### src/rtl/mem_stage_pkg.sv
// Shared stage encodings, access-size constants and FSM states for the memory-side control.
// Helpers derive access size, natural alignment and byte-lane masks from funct3.
package mem_stage_pkg;

  localparam logic [3:0] STAGE_RESET    = 4'b0000;
  localparam logic [3:0] STAGE_FETCH    = 4'b0001;
  localparam logic [3:0] STAGE_DECODE   = 4'b0010;
  localparam logic [3:0] STAGE_EXEC_MEM = 4'b0101;
  localparam logic [3:0] STAGE_EXEC     = 4'b0100;
  localparam logic [3:0] STAGE_WB       = 4'b1000;

  localparam logic [2:0] F3_B  = 3'b000;
  localparam logic [2:0] F3_H  = 3'b001;
  localparam logic [2:0] F3_W  = 3'b010;
  localparam logic [2:0] F3_BU = 3'b100;
  localparam logic [2:0] F3_HU = 3'b101;

  typedef enum logic [1:0] {
    IDLE    = 2'd0,
    IF_PEND = 2'd1,
    LD_PEND = 2'd2
  } state_t;

  // funct3[1:0] carries the size: 00 byte, 01 half, anything else treated as word.
  function automatic logic is_misaligned(input logic [2:0] f3, input logic [1:0] off);
    case (f3[1:0])
      2'b00:   return 1'b0;
      2'b01:   return off[0];
      default: return off != 2'b00;
    endcase
  endfunction

  function automatic logic [1:0] align_off(input logic [2:0] f3, input logic [1:0] off);
    case (f3[1:0])
      2'b00:   return off;
      2'b01:   return {off[1], 1'b0};
      default: return 2'b00;
    endcase
  endfunction

  function automatic logic [3:0] lane_mask(input logic [2:0] f3, input logic [1:0] off);
    case (f3[1:0])
      2'b00:   return 4'b0001 << off;
      2'b01:   return 4'b0011 << off;
      default: return 4'b1111;
    endcase
  endfunction

endpackage

### src/rtl/load_extend.sv
// Shifts a memory word down to the addressed byte lane and sign/zero-extends it by access type.
module load_extend
  import mem_stage_pkg::*;
(
  input  logic [31:0] rdata,
  input  logic [1:0]  off,
  input  logic [2:0]  funct3,
  output logic [31:0] data
);

  logic [31:0] shifted;

  always_comb begin
    shifted = rdata >> {off, 3'b000};
    case (funct3)
      F3_B:    data = {{24{shifted[7]}}, shifted[7:0]};
      F3_H:    data = {{16{shifted[15]}}, shifted[15:0]};
      F3_BU:   data = {24'h0, shifted[7:0]};
      F3_HU:   data = {16'h0, shifted[15:0]};
      default: data = shifted;
    endcase
  end

endmodule

### src/rtl/mem_stage_ctrl.sv
// Drives the shared memory port for fetch and load/store, and captures instruction and load data.
// Build option MEM_MISALIGN_TRAP_EN: suppress misaligned accesses and raise a sticky misalign_err.
module mem_stage_ctrl
  import mem_stage_pkg::*;
#(
  parameter int          ADDR_W    = 32,
  parameter logic [31:0] NOP_INSTR = 32'h0000_0013
) (
  input  logic              clk,
  input  logic              rst_n,
  input  logic [3:0]        stage,
  input  logic [ADDR_W-1:0] pc,
  input  logic [ADDR_W-1:0] ls_addr,
  input  logic [31:0]       ls_wdata,
  input  logic              is_load,
  input  logic              is_store,
  input  logic [2:0]        funct3,
  output logic [ADDR_W-3:0] mem_addr,
  output logic [31:0]       mem_wdata,
  output logic [3:0]        mem_wmask,
  output logic              mem_we,
  input  logic [31:0]       mem_rdata,
  output logic [31:0]       instr,
  output logic [31:0]       load_data,
  output logic              misalign_err
);

  state_t      state_reg, state_next;
  logic [31:0] instr_reg, load_data_reg;
  logic [1:0]  off_reg;
  logic [2:0]  funct3_reg;
  logic [1:0]  ls_off, off_eff;
  logic        is_exec_mem, access_ok, store_en, load_start;
  logic [31:0] rep_wdata, ext_data;
  logic        unused_pc_bits;

  assign unused_pc_bits = ^pc[1:0];
  assign ls_off         = ls_addr[1:0];
  assign off_eff        = align_off(funct3, ls_off);
  assign is_exec_mem    = (stage == STAGE_EXEC_MEM);

`ifdef MEM_MISALIGN_TRAP_EN
  logic misaligned, misalign_err_reg;
  assign misaligned   = is_misaligned(funct3, ls_off);
  assign access_ok    = !misaligned;
  assign misalign_err = misalign_err_reg;

  always_ff @(posedge clk) begin
    if (!rst_n)
      misalign_err_reg <= 1'b0;
    else if (is_exec_mem && (is_load || is_store) && misaligned)
      misalign_err_reg <= 1'b1;
  end
`else
  assign access_ok    = 1'b1;
  assign misalign_err = 1'b0;
`endif

  // A combined load+store decode is handled purely as a store.
  assign store_en   = is_exec_mem && is_store && access_ok;
  assign load_start = is_exec_mem && is_load && !is_store && access_ok;

  genvar gi;
  generate
    for (gi = 0; gi < 4; gi++) begin : g_lane
      assign rep_wdata[8*gi +: 8] = (funct3[1:0] == 2'b00) ? ls_wdata[7:0] :
                                    (funct3[1:0] == 2'b01) ? ls_wdata[8*(gi%2) +: 8] :
                                                             ls_wdata[8*gi +: 8];
    end
  endgenerate

  load_extend u_load_extend (
    .rdata  (mem_rdata),
    .off    (off_reg),
    .funct3 (funct3_reg),
    .data   (ext_data)
  );

  always_ff @(posedge clk) begin
    if (!rst_n) state_reg <= IDLE;
    else        state_reg <= state_next;
  end

  always_comb begin
    state_next = IDLE;
    case (state_reg)
      IDLE: begin
        if (stage == STAGE_FETCH) state_next = IF_PEND;
        else if (load_start)      state_next = LD_PEND;
      end
      default: state_next = IDLE;
    endcase
  end

  always_comb begin
    mem_addr  = pc[ADDR_W-1:2];
    mem_we    = 1'b0;
    mem_wmask = 4'b0000;
    mem_wdata = 32'h0;
    if (stage == STAGE_RESET) begin
      mem_addr = '0;
    end else if (is_exec_mem) begin
      mem_addr = ls_addr[ADDR_W-1:2];
      if (store_en) begin
        mem_we    = 1'b1;
        mem_wmask = lane_mask(funct3, off_eff);
        mem_wdata = rep_wdata;
      end
    end
  end

  assign instr     = (state_reg == IF_PEND) ? mem_rdata : instr_reg;
  assign load_data = (state_reg == LD_PEND) ? ext_data  : load_data_reg;

  always_ff @(posedge clk) begin
    if (!rst_n) begin
      instr_reg     <= NOP_INSTR;
      load_data_reg <= 32'h0;
      off_reg       <= 2'b00;
      funct3_reg    <= 3'b000;
    end else begin
      if (state_reg == IF_PEND) instr_reg <= mem_rdata;
      if (state_reg == LD_PEND) load_data_reg <= ext_data;
      if (state_reg == IDLE && load_start) begin
        off_reg    <= off_eff;
        funct3_reg <= funct3;
      end
`ifdef MEM_MISALIGN_TRAP_EN
      // A suppressed load still retires, so writeback must see zero.
      if (is_exec_mem && is_load && !is_store && misaligned) load_data_reg <= 32'h0;
`endif
    end
  end

endmodule

### config.mk
export PLATFORM = sky130hd
export DESIGN_NAME = mem_stage_ctrl
export DESIGN_NICKNAME = d
export VERILOG_FILES = /design/src/rtl/mem_stage_pkg.sv /design/src/rtl/load_extend.sv /design/src/rtl/mem_stage_ctrl.sv
export SDC_FILE = /design/constraint.sdc
export NUM_CORES = 1
export LEC_CHECK = 0
export ABC_AREA = 1
export ABC_CLOCK_PERIOD_IN_PS = 2200
export CORE_MARGIN = 4
export CORE_UTILIZATION = 30
export DETAILED_ROUTE_END_ITERATION = 7
export PLACE_DENSITY_LB_ADDON = 0.05
export RECOVER_POWER = 100
export SETUP_SLACK_MARGIN = 0.1
export SYNTH_ARGS = -nofsm -noshare
export SYNTH_HDL_FRONTEND = slang
export SYNTH_SLANG_ARGS = --single-unit
export TNS_END_PERCENT = 50
### constraint.sdc
create_clock -name clk -period 2.2 [get_ports clk]
set_input_delay 0.66 -clock clk [delete_from_list [all_inputs] [get_ports clk]]
set_output_delay 0.66 -clock clk [all_outputs]
set_load 0.02 [all_outputs]
After elaboration in Yosys (flattened, before gate mapping)
Cells that the tools add are included.
{"block": "totals", "word_cells": 53, "regBits": 71, "in_bits": 139}
{"block": "op_classes", "n_shift": 3, "n_bitwise": 2, "n_reduce_logical": 11, "eq_ne": 8, "n_mux": 23}
{"operator": "$mux 32", "count": 5}
{"operator": "$pmux 32 s4", "count": 1}
{"operator": "$mux 30", "count": 2}
{"operator": "$mux 8", "count": 5}
{"operator": "$shr 32x5->32", "count": 1}
{"operator": "$mux 4", "count": 3}
{"operator": "$pmux 4 s2", "count": 1}
{"operator": "$eq 3x3->1 const B", "count": 2}
{"operator": "$eq 2x1->1 const B", "count": 2}
{"operator": "$eq 4x1->1 const B", "count": 1}
{"operator": "$eq 4x3->1 const B", "count": 1}
{"operator": "$logic_and 1x1->1", "count": 4}
{"operator": "$logic_not 2->1", "count": 2}
{"operator": "$logic_not 4->1", "count": 1}
{"operator": "$mux 1", "count": 4}
{"operator": "$pmux 2 s2", "count": 1}
{"operator": "$shl 1x2->4 const A", "count": 1}
{"operator": "$shl 2x2->4 const A", "count": 1}
{"operator": "$eq 3x1->1 const B", "count": 1}
{"operator": "$logic_not 3->1", "count": 1}
{"operator": "$reduce_or 3->1", "count": 1}
{"operator": "$eq 2x2->1 const B", "count": 1}
{"operator": "$mux 2", "count": 1}
{"operator": "$not 1->1", "count": 2}
{"operator": "other kinds (2)", "count": 2}

Longest topological paths before layout
Gate-level depths: netlist of run 1.
{"block": "logic_depth", "word_depth": 7, "ltp_mapped": 11, "depth_no_buf": 10}

Cells and area by module
Synthesis of run 1 repeated with hierarchy kept, for this count alone.
{"block": "unflattened", "cells_unflattened": 826, "area_unflattened_um2": 4855.9}
{"module": "mem_stage_ctrl", "instances": 1, "cells_each": 668, "seq_area_each_um2": 1421.4, "area_each_um2": 3935.0}
{"module": "load_extend", "instances": 1, "cells_each": 158, "seq_area_each_um2": 0.0, "area_each_um2": 920.9}

Worst setup path before layout of run 1
No wires, ideal clock.
{"block": "synth_timing", "kind": "input-to-output", "from": "input port funct3[1]", "to": "output port mem_wmask[2]", "cell_stages": 4, "arrival_time_ns": 1.711, "slack_ns": -0.171, "path_cell_list": "buf_2 buf_1 nor2_1 nor3_1"}
{"block": "synth_via", "elab_chain_len": 7}
{"element": "from (decl)", "line_no": "mem_stage_ctrl.sv:17", "text": "input logic [2:0] funct3,"}
{"element": "$eq 2x1->1 or $logic_not 2->1 (tied branches)", "line_no": "mem_stage_pkg.sv:34, mem_stage_pkg.sv:42"}
{"element": "$pmux 2 s2", "line_no": "mem_stage_pkg.sv:34", "text": "case (f3[1:0])"}
{"element": "$shl 2x2->4 or $shl 1x2->4 (tied branches)", "line_no": "mem_stage_pkg.sv:44, mem_stage_pkg.sv:43"}
{"element": "$pmux 4 s2 *", "line_no": "mem_stage_pkg.sv:42", "text": "case (f3[1:0])"}
{"element": "$mux 4 *", "line_no": "mem_stage_ctrl.sv:104", "text": "if (store_en) begin"}
{"element": "$mux 4 *", "line_no": "mem_stage_ctrl.sv:102", "text": "end else if (is_exec_mem) begin"}
{"element": "$mux 4 *", "line_no": "mem_stage_ctrl.sv:100", "text": "if (stage == STAGE_RESET) begin"}
{"element": "to (decl)", "line_no": "mem_stage_ctrl.sv:20", "text": "output logic [3:0] mem_wmask,"}
Every way passes the cells marked *; elsewhere a longest branch is shown, timed or not.

Worst setup path in the final report of run 1
{"block": "layout_timing", "from": "register off_reg[0]", "to": "output port load_data[28]"}
{"block": "layout_via", "elab_chain_len": 3}
{"element": "from (decl)", "line_no": "mem_stage_ctrl.sv:30", "text": "logic [1:0] off_reg;"}
{"element": "from (signal assigned)", "line_no": "mem_stage_ctrl.sv:119", "text": "off_reg <= 2'b00;"}
{"element": "from (signal assigned)", "line_no": "mem_stage_ctrl.sv:125", "text": "off_reg <= off_eff;"}
{"element": "$shr 32x5->32", "line_no": "load_extend.sv:14", "text": "shifted = rdata >> {off, 3'b000};"}
{"element": "$pmux 32 s4", "line_no": "load_extend.sv:15", "text": "case (funct3)"}
{"element": "$mux 32"}
{"element": "to (decl)", "line_no": "mem_stage_ctrl.sv:24", "text": "output logic [31:0] load_data,"}
Every way passes these cells.

==> impl_metrics.env, run 1 <==
export IMPL_seqPwrFrac_pct=33.5
export IMPL_end_kind="primary output"
export IMPL_rsz0062_at_grt="true"
export IMPL_area_growth_pct=146
export IMPL_pre_cts_ws_ns=-1.19
export IMPL_synth_xor_area_share_pct=0
export IMPL_dpl_instance_area_um2=8950
export IMPL_track_usage_pct=25.2
export IMPL_ioPinCount=271
export IMPL_final_area_um2=11100
export IMPL_num_nets_final=1370
export IMPL_cts_made_buffers=9
export IMPL_clk_latency_ns=0.34
export IMPL_synth_simple_gate_area_share_pct=38.7
export IMPL_synth_compound_area_share_pct=15.1
export IMPL_grt_pass1_vias=6887
export IMPL_finalMaxSlewViolations=0
export IMPL_skew_ns=0.00504
export IMPL_grt_pass1_wl_um=33900
export IMPL_met1_length_um=8160
export IMPL_antenna_left=0
export IMPL_drc=0
export IMPL_required_ns=1.54
export IMPL_hpwl_um=15100
export IMPL_ys_seq_area_share_pct=31.5
export IMPL_hold_ws_ns=0.476
export IMPL_cts_tree="yes"
export IMPL_ys_top_cells_by_area="dfxtp_1, nand2_1, nor2_1"
export IMPL_wl_met3_um=1400
export IMPL_gp_congestion=0.817
export IMPL_syn_cell_area_um2=4510
export IMPL_rows=44
export IMPL_start_util_pct=30.8
export IMPL_core_um2=14600
export IMPL_yosys_warnings=0
export IMPL_yosys_area_top_type="dfxtp_1"
export IMPL_dr_total_vias=6640
export IMPL_status="finished with violations"
export IMPL_crit_top_cell="nand2_2"
export IMPL_io_buffers=267
export IMPL_routedWlPerCell_um=15.8
export IMPL_viasPerCell=4.68
export IMPL_syn_inst=783
export IMPL_p_comb_share_pct=32.8
export IMPL_wl_met2_um=12400
export IMPL_finalSetupViolations=120
export IMPL_layout_common_cells="buf_4, nand2_1, buf_6"
export IMPL_synth_cell_types=27
export IMPL_seq_area_um2=1430
export IMPL_cts_hold_buf=0
export IMPL_worstMarginPinSlew_ns=0.658
export IMPL_fp_dieW_um=131
export IMPL_failed_checks="negative setup slack"
export IMPL_critPathLaunchType="flop"
export IMPL_cts_root_buffer="clkbuf_16"
export IMPL_finalCriticalPeriod_ns=2.45
export IMPL_min_period_over_period_pct=111
export IMPL_slew_headroom_pct=56.2
export IMPL_nFillCells=1117
export IMPL_hold_viol=0
export IMPL_dieArea_um2=17100
export IMPL_crit_type="flop to primary output"
export IMPL_die_h_um=131
export IMPL_ir_worst_vdd_mv=0.255
export IMPL_synth_top_family_by_area="simple AND/OR/NAND/NOR gates"
export IMPL_max_stage_delay_ns=0.41
export IMPL_drv_cap=0
export IMPL_synthMuxAreaShare_pct=0
export IMPL_power_switching_share_pct=30.5
export IMPL_cts_sinks=71
export IMPL_utilization_pct=75.7
export IMPL_overflow=0
export IMPL_ctsHtreeMaxLevel=3
export IMPL_n_antenna_cell=0
export IMPL_clockBufferDepth=2
export IMPL_wl_um=22400
export IMPL_highest_layer="met5"
export IMPL_p_clk_share_pct=33.6
export IMPL_p_int_mw=2.71
export IMPL_drtPass1Iterations=6
export IMPL_cellPowerDensity_nw_per_um2=352
export IMPL_multi_input_area_um2=4080
export IMPL_avgSynthCellArea_um2=5.76
export IMPL_drive_gt1_share_pct=57.0
export IMPL_antenna_found_initial=2
export IMPL_crit_arrival_ns=1.79
export IMPL_fin_ws_ns=-0.252
export IMPL_synth_top_cell_area_share_pct=31.5
export IMPL_layout_commonest_cell="buf_4"
export IMPL_crit_path_top_delay_cell="dfxtp_4"
export IMPL_path_clk_slew_ns=0.05
export IMPL_cellLeakagePower_nw=5.42
export IMPL_synthAdderAreaFrac_pct=0
export IMPL_dp_cells=1305
export IMPL_synth_fp_nets=922
export IMPL_hold_class="flop to flop"
export IMPL_power_switching_mw=1.19
export IMPL_instances_no_fill=1420
export IMPL_grt_max_degree=34
export IMPL_ys_ff_latch=71
export IMPL_crit_chain="buf_8 > nand2_2 > nand3_2 > nand2_2 > nand2_4 > nand2_8 > buf_12 > inv_8 > nand2_2 > nand2_2 > inv_2 > buf_6"
export IMPL_cp_max_fo=7
export IMPL_drt_iter0_drc=283
export IMPL_max_freq_mhz=408
-- per-stage QoR --
step | total power [mW] | setup TNS [ns]
finish | 3.91 | -16.84
global route | 4.06 | -26.86
CTS | 3.87 | -17.03
detailed placement | 2.39 | -125.84
global placement | 2.39 | -124.93
floorplan | 1.81 | 0
-- Yosys cell counts --
master	n
nand2_1	210
nor2_1	129
inv_1	110
dfxtp_1	71
a21oi_1	68
o21ai_0	38
nand3_1	35
or2_2	25
clkbuf_1	24
buf_2	14
a31oi_1	8
o21ai_1	8
a221oi_1	7
nor3_1	7
buf_4	5
inv_2	4
nand2_2	4
and2_1	3
buf_1	2
clkinv_1	2
nand3_2	2
nor3_2	2
buf_6	1
conb_1	1
inv_4	1
nand3_4	1
nor4_1	1
-- metal layers --
metal,vias to the layer above,GRT usage (%)
li1,3312,-
met4,4,7.50
met5,-,0
met1,3088,27.3
met3,37,5.93
met2,199,48.2
-- power by group through the flow --
stage               Clock (mW)  Combinational (mW)  Sequential [mW]
floorplan                    0               0.477             1.34
global placement             0                1.06             1.34
detailed placement           0                1.06             1.34
CTS                       1.34                1.22             1.31
global route              1.39                1.36             1.31
finish                    1.31                1.28             1.31
-- what timing repair did --
action | in CTS | in global routing
gates resized for setup | 998 | 167
gates cloned | 10 | 2
pin swaps | 67 | 19
buffers inserted | 80 | 8
endpoints found under the setup margin | 131 | 139
-- cell type report --
| class | count | share of cell area (%) |
|---|---|---|
| multi-input cells | 550 | 36.8 |
| flip-flops and latches | 71 | 12.9 |
| inverters | 117 | 4.39 |
| clock buffers | 10 | 2.07 |
| clock inverters | 6 | 0.339 |
| well taps | 184 | 2.08 |
| repair inverters | 4 | 0.361 |
| repair buffers | 478 | 41.1 |
-- worst max-delay path: cells and delay by family, from the launching register on --
family,cells,cell delay [ns]
buffers and inverters,5,0.51
AND/OR/NAND/NOR,7,0.54
flip-flops,1,0.41
-- logic make-up after synthesis --
| logic type | Yosys count |
|---|---|
| AO/OA/AOI/OAI | 129 |
| buffers and inverters | 163 |
| flip-flops | 71 |
| other | 1 |
| AND/OR/NAND/NOR | 419 |
-- path summary, 6_finish.rpt --
path         slack [ns]                   startpoint                           end  depth (start not counted)
min                0.48  load_data_reg[0]$_SDFF_PN0_   load_data_reg[0]$_SDFF_PN0_                          2
max reg2reg       -0.22      off_reg[0]$_SDFFE_PN0P_  load_data_reg[20]$_SDFF_PN0_                         18
max               -0.25      off_reg[0]$_SDFFE_PN0P_                 load_data[28]                         12
min reg2reg        0.48  load_data_reg[0]$_SDFF_PN0_   load_data_reg[0]$_SDFF_PN0_                          2
Power figures use the tool's default switching activity.
==> run 2, diff against run 1 <==
ABC_AREA = unset   (was 1)
ABC_CLOCK_PERIOD_IN_PS = 2600   (was 2200)
clock period = 2.6 ns   (was 2.2 ns; I/O delays follow)
==> run 2 against run 1 <==
Against the previous run: global-route usage shrank 2.2 points; area after synthesis shrank 6.1%; die area shrank 5.7%; clock skew shrank 0.0023 ns; clock-buffer cell count grew 3; critical endpoint is now load_data[17]; largest power group is now clock; critical path depth shrank 4; the run still ends with negative setup slack left; final cell count shrank 24%.
==> impl_metrics.env, run 2 <==
export IMPL_status="finished with violations"
export IMPL_failed_checks="negative setup slack"
export IMPL_clk_latency_ns=0.33
export IMPL_synthArstFlopShare_pct=0
export IMPL_pre_cts_ws_ns=-1.10
export IMPL_seq_area_um2=1430
export IMPL_rsz0062_at_grt="true"
export IMPL_end_kind="primary output"
export IMPL_drv_cap=0
export IMPL_p_comb_share_pct=26.4
export IMPL_layout_commonest_cell="buf_6"
export IMPL_crit_arrival_ns=2.29
export IMPL_min_period_over_period_pct=118
export IMPL_crit_start="mem_rdata[31]"
export IMPL_antenna_found_initial=0
export IMPL_cp_max_fo=7
export IMPL_tns_ns=-18.26
export IMPL_cts_made_buffers=9
export IMPL_clockBufferDepth=2
export IMPL_hp_start="load_data_reg[7]$_SDFF_PN0_"
export IMPL_r2r_end="load_data_reg[20]$_SDFF_PN0_"
export IMPL_viasPerCell=4.92
export IMPL_layout_common_cells="buf_6, clkdlybuf4s50_1, buf_4"
export IMPL_die_h_um=127
export IMPL_cts_hold_buf=0
export IMPL_fin_ws_ns=-0.474
export IMPL_yosys_area_top_type="dfxtp_1"
export IMPL_yosys_warnings=0
export IMPL_n_antenna_cell=0
export IMPL_rrSetupSlack_ns=0.49
export IMPL_ys_top_cells_by_count="nand2_1, a21oi_1, dfxtp_1, mux2_2, and2_1"
export IMPL_ys_seq_area_share_pct=33.5
export IMPL_antenna_left=0
export IMPL_core_um2=13900
export IMPL_hold_ws_ns=0.462
export IMPL_min_path_cells=2
export IMPL_power_switching_share_pct=25.9
export IMPL_ctsHtreeMaxLevel=3
export IMPL_synth_fp_nets=685
export IMPL_ir_worst_vdd_mv=0.325
export IMPL_overflow=0
export IMPL_ys_ff_latch=71
export IMPL_path_clk_slew_ns=0.05
export IMPL_hold_class="flop to flop"
export IMPL_drive_gt1_share_pct=50.2
export IMPL_gp_congestion=0.816
export IMPL_drc=0
export IMPL_finalPower_mw=3.20
export IMPL_finalCriticalPeriod_ns=3.07
export IMPL_synth_edff_count=0
export IMPL_cellLeakagePower_nw=4.38
export IMPL_slew_headroom_pct=56.9
export IMPL_p_int_mw=2.37
export IMPL_synth_top_cell_area_share_pct=33.5
export IMPL_crit_type="input pin to primary output"
export IMPL_start_util_pct=30.5
export IMPL_track_usage_pct=23.0
export IMPL_routedWlPerCell_um=18.0
export IMPL_hpwl_um=14400
export IMPL_p_clk_share_pct=39.3
export IMPL_cellPowerDensity_nw_per_um2=334
export IMPL_holdPathEnd="load_data_reg[7]$_SDFF_PN0_"
export IMPL_cts_sinks=71
export IMPL_wl_um=19400
export IMPL_avgSynthCellArea_um2=7.76
export IMPL_multi_input_area_um2=3660
export IMPL_rows=43
export IMPL_required_ns=1.82
export IMPL_synth_main_ff_cell="dfxtp_1"
export IMPL_syn_cell_area_um2=4240
export IMPL_drt_iter0_drc=322
export IMPL_drtPass1Iterations=4
export IMPL_worstRegToRegCells=7
export IMPL_hold_viol=0
export IMPL_grt_pass1_vias=5498
export IMPL_synth_cell_types=33
export IMPL_io_buffers=267
export IMPL_ys_top_cells_by_area="dfxtp_1, mux2_2, nand2_1"
export IMPL_grt_max_degree=37
export IMPL_critPathLaunchType="input pin"
export IMPL_finalMaxSlewViolations=0
export IMPL_seqPwrFrac_pct=34.3
export IMPL_syn_inst=546
export IMPL_power_switching_mw=0.829
export IMPL_dieArea_um2=16100
export IMPL_grt_pass1_wl_um=29800
export IMPL_yosysMostFrequentCell="nand2_1"
export IMPL_finalSetupViolations=91
export IMPL_worstMarginPinSlew_ns=0.647
export IMPL_num_nets_final=1031
export IMPL_skew_ns=0.00274
export IMPL_dr_total_vias=5304
export IMPL_max_freq_mhz=325
export IMPL_fp_dieW_um=127
export IMPL_area_growth_pct=126
export IMPL_nFillCells=1118
export IMPL_cts_tree="yes"
export IMPL_ioPinCount=271
export IMPL_rr_startpoint="off_reg[0]$_SDFFE_PN0P_"
export IMPL_cts_root_buffer="clkbuf_16"
[run 2: worst max-delay path, stage by stage]
cell      delay (ns)
buf_6           0.09
mux4_2          0.51
o211ai_1        0.29
buf_4           0.19
buf_12          0.10
buf_16          0.14
nand2_4         0.05
buf_6           0.14
[run 2: cell families after synthesis]
family | after synthesis | synth area share, %
AND/OR/NAND/NOR | 229 | 25.3
AO/OA/AOI/OAI | 114 | 15.9
multiplexers | 77 | 19.7
flip-flops | 71 | 33.5
buffers and inverters | 54 | 5.52
other | 1 | 0.0885
[run 2: worst max path at each step]
stage | end | slack [ns] | depth (start not counted)
final | load_data[17] | -0.47 | 8
after global routing | load_data[20] | -0.50 | 8
after CTS | load_data[3] | -0.43 | 5
after detailed placement | load_data[23] | -1.10 | 6
after global placement | load_data[23] | -1.05 | 6
after floorplan | load_data[21] | -0.09 | 4
[run 2: through the flow]
step | util [%] | std cells | cell area [um2]
finish | 69.0 | 1077 | 9570
global placement | 59.1 | 1025 | 8210
CTS | 65.2 | 1065 | 9050
detailed placement | 59.1 | 1025 | 8210
global route | 69.0 | 1077 | 9570
floorplan | - | 546 | 4880
[run 2: timing repair]
item	CTS	global route
pin swaps	41	32
buffers inserted	20	15
resized for setup	830	159
cloned	5	1
endpoints found under the setup margin	131	131
[run 2: area by class of cell]
class                      count  share of cell area (%)
timing repair buffer         385                    41.0
inverter                       4                   0.222
clock inverter                 3                   0.418
tap                          180                    2.35
multi-input combinational    421                    38.2
clock buffer                  13                    2.82
sequential                    71                    15.0
[run 2: per-layer routing]
metal,track usage [%],wire (um)
met2,39.8,9730
met4,5.30,360
met3,6.19,1370
met1,28.7,7970
met5,0,0
[run 2: power groups by stage]
stage	clock (mW)	sequential [mW]	combinational (mW)
floorplan	0	1.12	0.305
global placement	0	1.12	0.751
detailed placement	0	1.12	0.759
CTS	1.28	1.10	0.798
global route	1.32	1.10	0.893
finish	1.26	1.10	0.844
